--- config.mk ---
export PLATFORM = sky130hd
export DESIGN_NAME = dma_xfer_scheduler
export DESIGN_NICKNAME = d
export VERILOG_FILES = /design/src/rtl/dma_sched_pkg.sv /design/src/rtl/dma_xfer_scheduler_rr_arbiter.sv /design/src/rtl/dma_xfer_scheduler.sv
export SDC_FILE = /design/constraint.sdc
export NUM_CORES = 1
export LEC_CHECK = 0
export ABC_CLOCK_PERIOD_IN_PS = 3800
export CAP_MARGIN = 25
export CORE_AREA = 2 2 182 184
export CTS_CLUSTER_DIAMETER = 80
export CTS_CLUSTER_SIZE = 20
export DETAILED_ROUTE_END_ITERATION = 6
export DIE_AREA = 0 0 184 186
export PLACE_DENSITY = 0.56
export RECOVER_POWER = 25
export SYNTH_ARGS = -nofsm -noshare
export SYNTH_HDL_FRONTEND = slang
export SYNTH_SLANG_ARGS = --single-unit
--- constraint.sdc ---
create_clock -name clk -period 3.8 [get_ports clk]
set_input_delay 0.57 -clock clk [delete_from_list [all_inputs] [get_ports clk]]
set_output_delay 0.57 -clock clk [all_outputs]
set_load 0.02 [all_outputs]
--- src/rtl/dma_sched_pkg.sv ---
// rtl/dma_sched_pkg.sv - shared state encoding and DMA register map for the transfer scheduler
package dma_sched_pkg;

    typedef enum logic [2:0] {
        S_IDLE,
        S_W_START,
        S_W_SRC,
        S_W_DST,
        S_W_CNT,
        S_LOAD,
        S_WAIT,
        S_DONE
    } state_t;

    // DMA slave register map
    localparam logic [31:0] DMA_START_ADDR = 32'hF000_0000;
    localparam logic [31:0] SRC_ADDR       = 32'hF000_0004;
    localparam logic [31:0] DST_ADDR       = 32'hF000_0008;
    localparam logic [31:0] CNT_ADDR       = 32'hF000_0010;

    // START register codes: interrupt the CPU on completion, or complete silently
    localparam logic [31:0] START_IRQ    = 32'd1;
    localparam logic [31:0] START_SILENT = 32'd2;

endpackage

--- src/rtl/dma_xfer_scheduler_rr_arbiter.sv ---
// rtl/dma_xfer_scheduler_rr_arbiter.sv - combinational round-robin arbiter, search starts at ptr
module rr_arbiter #(
    parameter int N_REQ = 4,
    parameter int IW    = 2
) (
    input  logic [N_REQ-1:0] req,
    input  logic [IW-1:0]    ptr,
    output logic [N_REQ-1:0] grant,
    output logic [IW-1:0]    grant_idx
);

    int   idx;
    logic found;

    // Walk the requesters cyclically from ptr; the first pending one wins
    always_comb begin
        grant     = '0;
        grant_idx = '0;
        found     = 1'b0;
        idx       = 0;
        for (int i = 0; i < N_REQ; i++) begin
            idx = int'(ptr) + i;
            if (idx >= N_REQ) begin
                idx = idx - N_REQ;
            end
            if (!found && req[idx]) begin
                found      = 1'b1;
                grant[idx] = 1'b1;
                grant_idx  = IW'(idx);
            end
        end
    end

endmodule

--- src/rtl/dma_xfer_scheduler.sv ---
// rtl/dma_xfer_scheduler.sv - shares one DMA engine among requesters; optional WAIT watchdog via DMA_SCHED_TIMEOUT_EN
module dma_xfer_scheduler #(
    parameter int N_REQ = 4,
    parameter int AW    = 32,
    parameter int TMO_W = 16
) (
    input  logic                                      clk,
    input  logic                                      rst,
    input  logic [N_REQ-1:0]                          req_valid,
    output logic [N_REQ-1:0]                          req_ready,
    input  logic [N_REQ*AW-1:0]                       req_src,
    input  logic [N_REQ*AW-1:0]                       req_dst,
    input  logic [N_REQ*AW-1:0]                       req_cnt,
    input  logic [N_REQ-1:0]                          req_irq,
    output logic [AW-1:0]                             cfg_addr,
    output logic [AW-1:0]                             cfg_data,
    output logic                                      cfg_last,
    input  logic                                      cfg_ready,
    output logic                                      dma_load,
    input  logic                                      dma_done,
    output logic                                      busy,
    output logic [((N_REQ > 1) ? $clog2(N_REQ) : 1)-1:0] cur_id,
    output logic                                      done_id_valid,
    output logic                                      err
);

    import dma_sched_pkg::*;

    localparam int IW = (N_REQ > 1) ? $clog2(N_REQ) : 1;

    state_t          state;
    state_t          state_nxt;
    logic [IW-1:0]   ptr_q;
    logic [IW-1:0]   cur_id_q;
    logic [AW-1:0]   src_q;
    logic [AW-1:0]   dst_q;
    logic [AW-1:0]   cnt_q;
    logic            irq_q;
    logic [N_REQ-1:0] grant;
    logic [IW-1:0]   grant_idx;
    logic            grant_take;
    logic            tmo_hit;

    rr_arbiter #(
        .N_REQ (N_REQ),
        .IW    (IW)
    ) u_arb (
        .req       (req_valid),
        .ptr       (ptr_q),
        .grant     (grant),
        .grant_idx (grant_idx)
    );

    assign grant_take = (state == S_IDLE) && (|req_valid);
    assign cur_id     = cur_id_q;

`ifdef DMA_SCHED_TIMEOUT_EN
    logic [TMO_W-1:0] tmo_cnt;
    logic             err_q;

    // The counter has reached all-ones once this WAIT cycle's increment lands
    assign tmo_hit = (state == S_WAIT) && !dma_done && (tmo_cnt == ~TMO_W'(1));
    assign err     = err_q;

    // Watchdog: cleared in LOAD, counts WAIT cycles; error is sticky until reset
    always_ff @(posedge clk or posedge rst) begin
        if (rst) begin
            tmo_cnt <= '0;
            err_q   <= 1'b0;
        end else begin
            if (state == S_LOAD) begin
                tmo_cnt <= '0;
            end else if (state == S_WAIT) begin
                tmo_cnt <= tmo_cnt + TMO_W'(1);
            end
            if (tmo_hit) begin
                err_q <= 1'b1;
            end
        end
    end
`else
    assign tmo_hit = 1'b0;
    assign err     = 1'b0;
`endif

    // State register
    always_ff @(posedge clk or posedge rst) begin
        if (rst) begin
            state <= S_IDLE;
        end else begin
            state <= state_nxt;
        end
    end

    // Latch the winning descriptor at grant; advance the pointer past the served requester
    always_ff @(posedge clk or posedge rst) begin
        if (rst) begin
            ptr_q    <= '0;
            cur_id_q <= '0;
            src_q    <= '0;
            dst_q    <= '0;
            cnt_q    <= '0;
            irq_q    <= 1'b0;
        end else begin
            if (grant_take) begin
                cur_id_q <= grant_idx;
                src_q    <= req_src[int'(grant_idx)*AW +: AW];
                dst_q    <= req_dst[int'(grant_idx)*AW +: AW];
                cnt_q    <= req_cnt[int'(grant_idx)*AW +: AW];
                irq_q    <= req_irq[grant_idx];
            end
            if (state == S_DONE) begin
                ptr_q <= (int'(cur_id_q) == N_REQ - 1) ? '0 : cur_id_q + IW'(1);
            end
        end
    end

    // Next state and outputs: register programming replay, load handshake, completion
    always_comb begin
        state_nxt     = state;
        req_ready     = '0;
        cfg_addr      = '0;
        cfg_data      = '0;
        cfg_last      = 1'b0;
        dma_load      = 1'b0;
        done_id_valid = 1'b0;
        busy          = (state != S_IDLE);
        case (state)
            S_IDLE: begin
                if (!rst && (|req_valid)) begin
                    req_ready = grant;
                    state_nxt = S_W_START;
                end
            end
            S_W_START: begin
                cfg_addr = AW'(DMA_START_ADDR);
                cfg_data = irq_q ? AW'(START_IRQ) : AW'(START_SILENT);
                cfg_last = 1'b1;
                if (cfg_ready) state_nxt = S_W_SRC;
            end
            S_W_SRC: begin
                cfg_addr = AW'(SRC_ADDR);
                cfg_data = src_q;
                cfg_last = 1'b1;
                if (cfg_ready) state_nxt = S_W_DST;
            end
            S_W_DST: begin
                cfg_addr = AW'(DST_ADDR);
                cfg_data = dst_q;
                cfg_last = 1'b1;
                if (cfg_ready) state_nxt = S_W_CNT;
            end
            S_W_CNT: begin
                cfg_addr = AW'(CNT_ADDR);
                cfg_data = cnt_q;
                cfg_last = 1'b1;
                if (cfg_ready) state_nxt = S_LOAD;
            end
            S_LOAD: begin
                dma_load  = 1'b1;
                state_nxt = S_WAIT;
            end
            S_WAIT: begin
                dma_load = 1'b1;
                if (dma_done || tmo_hit) state_nxt = S_DONE;
            end
            S_DONE: begin
                done_id_valid = 1'b1;
                state_nxt     = S_IDLE;
            end
            default: begin
                state_nxt = S_IDLE;
            end
        endcase
    end

endmodule

==> results.cfg <==
[status]
run_status = complete, but fails checks
violations = DRC, capacitance limit, slew limit

[layout]
layout-area-overhead-vs-synth_pct = 59.3
multi_input_area_mm2 = 0.00522
final_cell_mix = 439 x clkdlybuf4s50_1, 103 x mux2i_1, 102 x dfrtp_1
design_area_mm2 = 0.0135
drive_gt1_frac = 0.0550
final_common_cell = clkdlybuf4s50_1
fillerInstances = 3205
seq_area_mm2 = 0.00261
final_nets = 1759

[yosys]
dominantRegCellSynth = dfrtp_1
syn_avg_cell_area_um2 = 8.57
yosysSeqAreaShare = 0.308
netlist.area_leader.share = 0.308
synthTopCellsByArea = dfrtp_1 31%, mux2i_1 12%, a222oi_1 7.8%
ys_ff_latch = 104
synth-async-reset-ratio = 1.00
synth_cells = 986
ys_types = 54
yosys.area.top_type = dfrtp_1
synth_edf_count = 0
syn-cell-area_mm2 = 0.00845
synth_warnings = 0

[grt]
grt_pass1_wl_mm = 62.1
grt_overflow = 0
grt_max_degree = 80
grtUsageMet1 = 0.322
antenna_found_initial = 3
top_usage_layer = met2
grt_use_met3 = 0.0383
groute.layer.met2.usage = 0.402
grt_usage = 0.239
grt_pass1_vias = 9611

[critical_path]
required_ns = 4.03
endpoint = dst_q[2]
regToRegEndpoint = dst_q[2]
crit_type = in2reg
cp_slowest_stage_delay_ns = 0.59
worst-path-buf-inv = 2
cp.depth = 8
r2r-start = ptr_q[0]
r2r_setup_slack_ns = 0.44
cp_top_family = simple AND/OR/NAND/NOR gates
slowest_stage = mux4_2
path_cells = clkdlybuf4s50_1 -> buf_4 -> mux4_2 -> and2_1 -> or3_4 -> and2_4 -> a222oi_1 -> o21ai_0
rr_worst_depth = 7
cp.arrival_ns = 3.63
start_kind = primary input
endpoint_kind = flop
crit_start = req_valid[0]
crit_fanout = 66

[timing]
skew_ns = 0.0121
final_max_slew_viol_count = 51
fmax_mhz = 294
final-hold-violation-count = 0
rsz0062_at_grt = no
period_needed_ns = 3.40
setup_violations = 0
tns_ns = 0
fin_crit_sh = 0.896
worst_pin_slew_ns = 2.17
slew_headroom = -0.449

[min_path]
min_path_cells = 1
hold_class = reg2reg

[clock_tree]
cts_tree = yes
htreeDepth = 3
hold_buffers = 0
cts.clk_slew.worst_paths_ns = 0.08
clock_sinks = 104
clockBufferDepth = 2
cts-root-buf = clkbuf_16
cts_inserted_buffers = 9
clk_latency_ns = 0.36

[routing]
ant_nets = 0
via_per_inst = 5.66
wl_mm = 42.9
drt_pass1_iterations = 7
vias = 10000
routedWlPerCell_um = 24.2
drtIter0Drc = 1082
drc_errors = 4

[floorplanning]
die_area_mm2 = 0.0342
die_y_um = 186
start_util = 0.262
core-area_mm2 = 0.0322
fp.dieW_um = 184
io_pins = 471
num_rows = 66

[pwr]
leakagePower_nw = 5.41
vdd_drop_max_uv = 509
cellPowerDensity_mw_per_mm2 = 774
total_power_w = 0.0104

[place]
dp_hpwl_mm = 32.2
placed_area_mm2 = 0.0131
routabilityCongestion = 0.834
portBuffers = 444

[flow_run]
max_cap_violations = 1
worst register-to-register path: cells and delay by family, from the launching register on:
kind / cells / cell delay [ns]
AOI/OAI and AO/OA: 2 / 0.62
buffers and inverters: 1 / 0.31
DFF: 1 / 0.38
muxes: 1 / 0.69
and+or+nand+nor: 3 / 1.23
repair_timing:
item / in CTS / in global routing
setup buffers: 0 / 0
setup endpoints to repair: 0 / 4
gates resized for setup: 0 / 4
where the power goes:
group	internal (W)	switching, W
sequential	0.00167	0.000412
combinational	0.00307	0.00426
clock	0.000536	0.000472
how the worst min path moves through the flow:
| stage | start | to | slack (ns) |
|---|---|---|---|
| 2_1_floorplan | src_q[20] | src_q[20] | 0.46 |
| 3_3_place_gp | dst_q[2] | dst_q[2] | 0.49 |
| 3_5_place_dp | cnt_q[14] | cnt_q[14] | 0.50 |
| 4_1_cts | cnt_q[14] | cnt_q[14] | 0.52 |
| 5_1_grt | cnt_q[14] | cnt_q[14] | 0.54 |
| 6_report | cnt_q[14] | cnt_q[14] | 0.52 |
Yosys cell counts (3+ instances only):
master,n
nor3_1,22
a221o_1,28
o21ai_1,41
mux4_2,3
ha_1,5
clkbuf_1,85
buf_1,7
dfrtp_1,104
buf_2,12
and2_1,4
buf_6,6
mux2i_1,104
mux2_2,3
nand4_1,11
o21ai_0,86
a221oi_1,5
inv_1,5
a222oi_1,66
nor2_1,44
nand3_1,32
nand2_1,76
a22oi_1,25
a31oi_1,31
o22ai_1,3
o221ai_1,6
and3_1,35
a311oi_1,11
a21oi_1,21
buf_4,35
a41oi_1,20
nor4b_1,20
registers in the layout (all words and copies together) (netlist names):
signal / flops
cnt_q: 32
dst_q: 32
src_q: 32
state: 3
ptr_q: 2
irq_q: 1
cur_id: 2
stage by stage:
step / utilization / hold WS [ns] / setup slack [ns] / std cells
after global routing: 0.418 / 0.535 / 0.250 / 1773
final: 0.418 / 0.519 / 0.396 / 1774
after CTS: 0.418 / 0.519 / 0.115 / 1771
after global placement: 0.408 / 0.493 / 0.130 / 1755
after floorplan: - / 0.455 / 0.00700 / 1011
after detailed placement: 0.408 / 0.498 / 0.0518 / 1755
cells by family (layout without fill, tap and decap cells):
kind of cell	count (synthesis)	in the layout	share of synthesized area
and+or+nand+nor	258	258	0.156
buffers and inverters	152	504	0.0903
DFF	104	104	0.308
xor gates and xnor gates	2	2	0.00207
adders and majority gates	5	5	0.00741
muxes	110	110	0.135
other	1	29	0.000444
AOI/OAI and AO/OA	354	354	0.301
area by class of cell:
cell class                 count  area share
multi-input combinational    755       0.388
sequential                   104       0.194
inverter                       6     0.00167
antenna                        3    0.000558
tap                          408      0.0379
timing repair buffer         482       0.356
clock inverter                 5     0.00465
clock buffer                  11      0.0180
metal layers:
metal / part of all wire / vias up
met1: 0.43 / 4907
li1: - / 4596
met3: 0.079 / 29
met4: 0.012 / 0
met5: 0 / -
met2: 0.48 / 510
(Power assumes the default switching activity.)
